--- src/rtl/btn_event_decoder.sv ---
// Turns a debounced button level into short-press, long-press and auto-repeat
// pulses, with all hold timing measured in prescaled ticks.
module btn_event_decoder #(
  parameter int TICK_DIV     = 27000,
  parameter int LONG_TICKS   = 500,
  parameter int REPEAT_TICKS = 100,
  parameter bit REPEAT_EN    = 1'b1
) (
  input  logic i_clk,
  input  logic i_rst,
  input  logic i_btn,
  output logic o_press,
  output logic o_long,
  output logic o_repeat,
  output logic o_held
);

  localparam int PW = $clog2(TICK_DIV);
  localparam int HW = $clog2(LONG_TICKS + 1);
  localparam int RW = $clog2(REPEAT_TICKS + 1);

  localparam logic [PW-1:0] PRE_LAST  = PW'(TICK_DIV - 1);
  localparam logic [HW-1:0] HOLD_LAST = HW'(LONG_TICKS - 1);
  localparam logic [RW-1:0] REP_LAST  = RW'(REPEAT_TICKS - 1);

  typedef enum logic [1:0] {
    IDLE  = 2'd0,
    SHORT = 2'd1,
    LONG  = 2'd2,
    BAD   = 2'd3
  } state_t;

  state_t        state, state_nxt;
  logic          btn_q;
  logic [PW-1:0] presc, presc_nxt;
  logic [HW-1:0] hold_cnt, hold_nxt;
  logic [RW-1:0] rep_cnt, rep_nxt;
  logic          press_nxt, long_nxt, repeat_nxt, held_nxt;
  logic          tick, press_edge;

  assign tick       = (presc == PRE_LAST);
  assign press_edge = i_btn & ~btn_q;

  always_ff @(posedge i_clk or posedge i_rst) begin
    if (i_rst) begin
      state    <= IDLE;
      btn_q    <= 1'b1;   // a button held through reset must be released first
      presc    <= '0;
      hold_cnt <= '0;
      rep_cnt  <= '0;
      o_press  <= 1'b0;
      o_long   <= 1'b0;
      o_repeat <= 1'b0;
      o_held   <= 1'b0;
    end else begin
      state    <= state_nxt;
      btn_q    <= i_btn;
      presc    <= presc_nxt;
      hold_cnt <= hold_nxt;
      rep_cnt  <= rep_nxt;
      o_press  <= press_nxt;
      o_long   <= long_nxt;
      o_repeat <= repeat_nxt;
      o_held   <= held_nxt;
    end
  end

  always_comb begin
    state_nxt  = state;
    presc_nxt  = '0;
    hold_nxt   = hold_cnt;
    rep_nxt    = rep_cnt;
    press_nxt  = 1'b0;
    long_nxt   = 1'b0;
    repeat_nxt = 1'b0;

    case (state)
      IDLE: begin
        if (press_edge) begin
          state_nxt = SHORT;
          hold_nxt  = '0;
        end
      end

      SHORT: begin
        // release has priority over a threshold tick on the same edge
        if (!i_btn) begin
          press_nxt = 1'b1;
          state_nxt = IDLE;
        end else begin
          presc_nxt = tick ? '0 : presc + PW'(1);
          if (tick) begin
            hold_nxt = hold_cnt + HW'(1);
            if (hold_cnt == HOLD_LAST) begin
              long_nxt  = 1'b1;
              rep_nxt   = '0;
              state_nxt = LONG;
            end
          end
        end
      end

      LONG: begin
        if (!i_btn) begin
          state_nxt = IDLE;
        end else begin
          // prescaler keeps its phase across SHORT->LONG so repeats stay on the tick grid
          presc_nxt = tick ? '0 : presc + PW'(1);
          if (tick && REPEAT_EN) begin
            if (rep_cnt == REP_LAST) begin
              repeat_nxt = 1'b1;
              rep_nxt    = '0;
            end else begin
              rep_nxt = rep_cnt + RW'(1);
            end
          end
        end
      end

      default: state_nxt = IDLE;
    endcase

    held_nxt = (state_nxt == SHORT) || (state_nxt == LONG);
  end

endmodule

--- config.mk ---
export PLATFORM = sky130hd
export DESIGN_NAME = btn_event_decoder
export DESIGN_NICKNAME = d
export VERILOG_FILES = /design/src/rtl/btn_event_decoder.sv
export SDC_FILE = /design/constraint.sdc
export NUM_CORES = 1
export LEC_CHECK = 0
export CORE_MARGIN = 2
export CORE_UTILIZATION = 35
export CTS_BUF_LIST = sky130_fd_sc_hd__clkbuf_16
export DETAILED_ROUTE_END_ITERATION = 10
export GPL_TIMING_DRIVEN = 1
export PLACE_DENSITY = 0.51
export SKIP_LAST_GASP = 1
export SYNTH_ARGS = -nofsm -noshare
export SYNTH_HDL_FRONTEND = slang
export SYNTH_SLANG_ARGS = --single-unit
export TNS_END_PERCENT = 1
--- constraint.sdc ---
create_clock -name i_clk -period 4 [get_ports i_clk]
set_input_delay 0.8 -clock i_clk [delete_from_list [all_inputs] [get_ports i_clk]]
set_output_delay 0.8 -clock i_clk [all_outputs]
set_load 0.03 [all_outputs]
==> impl_metrics.yaml <==
logic_synthesis:
  ys_seq_area_share_pct: 46.92
  synth_most_common_cell: "dfrtp_1"
  syn_nets: 213
  synth_area_leaders: "dfrtp_1 (46%), nor2_1 (5.4%), xor2_1 (5.2%)"
  yosysTopAreaCell: "dfrtp_1"
  yosys_warnings: 0
  synth_common_cells: "dfrtp_1 (37), nor2_1 (29), nand2_1 (18), xor2_1 (12), nand3_1 (10)"
  synthArstFlopShare_pct: 100.0
  avgSynthCellArea_sq_um: 9.997
  ys_dominant_reg_cell: "dfrtp_1"
  synth_edf_count: 0
  synth_area_sq_um: 2029
  synth_cell_types: 42
  syn_inst: 203
  ys_seq_elements: 38
  synth_top_area_share_pct: 45.62
clocking:
  post-cts-setup-buffer-count: 0
  clk_pin_slew_ps: 60
  cts_htree_levels: 2
  clk_latency_ps: 270
  hold_buffers: 0
  clkSinkCount: 38
  cts_tree: "done"
  ctsLongestPathBuffers: 2
  root_buffer: "clkbuf_16"
  cts_resized: 0
  cts_made_buffers: 5
placed_design:
  post_dp_cell_area_sq_um: 2163
  gp_congestion: 0.7127
  portBuffers: 6
  hpwl_um: 2566
  dp_slack_ps: 1184
critical_path:
  critical_path_class: "primary input to flop"
  path_cells: "clkdlybuf4s50_1 -> and3_1 -> nand4_4 -> or2_1 -> nor4_1 -> a211o_1"
  worstPathRequired_ps: 4220
  end_kind: "flop"
  cp_slowest_stage_delay_ps: 600
  cp_top_family: "simple AND/OR/NAND/NOR gates"
  crit_buf_inv: 1
  cp.arrival_ps: 2720
  crit_fanout: 14
  critPathLaunchType: "primary input"
  r2r_slack_ps: 1780
  cp_slowest_cell: "clkdlybuf4s50_1"
routing:
  drt-vias-per-instance: 4.937
  firstDrtPassIters: 4
  drt-initial-drc-count: 87
  drt_wl_total_um: 3649
  routed-via-count: 1412
  ant_nets: 0
  drc: 0
  routedWlPerCell_um: 12.76
power_and_ir_drop:
  pwr-share-clk_pct: 39.0
  vdd_drop_max_mv: 0.2354
  swShare_pct: 28.03
  p_per_area_nw_per_um2: 411.8
  combinationalPowerShare_pct: 17.2
  internal_power_mw: 0.6820
  p_sw_mw: 0.2656
  pwr-share-seq_pct: 43.8
  p_leak_nw: 0.9777
run_status:
  status: "finished clean"
cells_and_area:
  fillers: 568
  fin_nets: 223
  fin_util_pct: 41.53
  drive_gt1_share_pct: 8.411
  syn_to_final_growth_pct: 13.38
  multi_input_area_sq_um: 1031
  diodes: 0
  fin_area_sq_um: 2301
  register_area_sq_um: 952.2
hold_path:
  hold_class: "flop to flop"
global_routing:
  grt_pass1_wl_um: 6872
  grt_pass1_vias: 1465
  gr-total-overflow: 0
  antenna_found_initial: 0
  track_usage_pct: 13.50
  grt_max_degree: 24
timing:
  fmax_mhz: 400.0
  finalSetupTns_ps: 0
  setup_violations: 0
  fin_crit_sh_pct: 62.50
  max_slew_margin_pct: 42.53
  finClkSkew_ps: 2.751
  hold_viol: 0
  worst_slack_ps: 1500
  drv_slew: 0
  fin_crit_ps: 2500
  rsz0062_at_grt: "false"
  worst_pin_slew_ps: 861.1
die:
  io_pins: 7
  num_rows: 27
  die_h_um: 80.15
  die_w_um: 80.15
  die_area_sq_um: 6423
  core_area_sq_um: 5540
  initial_core_util_pct: 36.63
flow_run:
  cap_violations: 0
cell usage in the layout, fill, tap and decap left out, drive strengths merged, types with 3 or more instances in the layout:
| cell | Yosys | final |
|---|---|---|
| nand4 | 8 | 8 |
| and4 | 3 | 3 |
| o21ai | 10 | 10 |
| nor4 | 4 | 4 |
| nand3 | 10 | 10 |
| a21oi | 3 | 3 |
| nor2 | 29 | 29 |
| nor2b | 4 | 4 |
| and3 | 6 | 6 |
| xnor2 | 8 | 8 |
| inv | 6 | 7 |
| nand2b | 3 | 3 |
| and2 | 3 | 3 |
| clkbuf | 2 | 5 |
| nand2 | 18 | 18 |
| clkdlybuf4s50 | 0 | 6 |
| xor2 | 12 | 12 |
| ha | 7 | 7 |
| dfrtp | 37 | 37 |
| or3 | 3 | 3 |
registers in the layout, indices dropped and copies added (netlist names):
signal	cells
o_held	1
state	2
hold_cnt	9
o_repeat	1
rep_cnt	7
presc	15
btn_q	1
o_press	1
o_long	1
power by group through the flow:
stage	clock (mW)	combinational, mW	sequential, mW
2_1_floorplan	0	0.105	0.435
3_3_place_gp	0	0.167	0.423
3_5_place_dp	0	0.167	0.423
4_1_cts	0.379	0.167	0.416
5_1_grt	0.402	0.185	0.418
6_report	0.370	0.163	0.415
cell type report:
cell class,count,area share [%]
multi-input combinational,155,44.81
sequential,38,41.38
clock buffer,5,5.438
tap,72,3.915
timing repair buffer,7,2.936
inverter,6,0.9788
clock inverter,3,0.5438
path summary, 6_finish.rpt:
kind | cells past startpoint | end | start
max | 6 | rep_cnt[6]$_DFFE_PP0P_ | i_btn
max reg2reg | 7 | hold_cnt[5]$_DFFE_PP0P_ | state[1]$_DFF_PP0_
min reg2reg | 1 | presc[0]$_DFF_PP0_ | presc[0]$_DFF_PP0_
min | 1 | presc[0]$_DFF_PP0_ | presc[0]$_DFF_PP0_
max in group asynchronous | 3 | o_press$_DFF_PP0_ | i_rst
min in group asynchronous | 2 | presc[12]$_DFF_PP0_ | i_rst
cell families (layout without fill, tap and decap cells):
| family | after synthesis | in the layout | synth area share [%] |
|---|---|---|---|
| AO/OA/AOI/OAI | 28 | 28 | 10.23 |
| adder cells (fa/ha/maj) | 7 | 7 | 4.315 |
| buffers and inverters | 10 | 21 | 2.281 |
| AND/OR/NAND/NOR | 100 | 100 | 27.62 |
| XOR/XNOR | 20 | 20 | 8.631 |
| flip-flops | 38 | 38 | 46.92 |
per-layer routing:
| metal | share of wire (%) | GRT usage (%) |
|---|---|---|
| met1 | 53 | 19.52 |
| met2 | 44 | 20.00 |
| met3 | 2.2 | 2.472 |
| met4 | 1.3 | 5.085 |
| met5 | 0 | 0 |
through the flow:
step | cells | hold WS, ps | total power, mW
detailed placement | 278 | 456.0 | 0.5895
global route | 286 | 510.9 | 1.005
CTS | 286 | 463.6 | 0.9621
finish | 286 | 456.9 | 0.9476
global placement | 278 | 444.5 | 0.5898
floorplan | 203 | 423.9 | 0.5405
No activity file was read; power rests on OpenSTA's default activity.
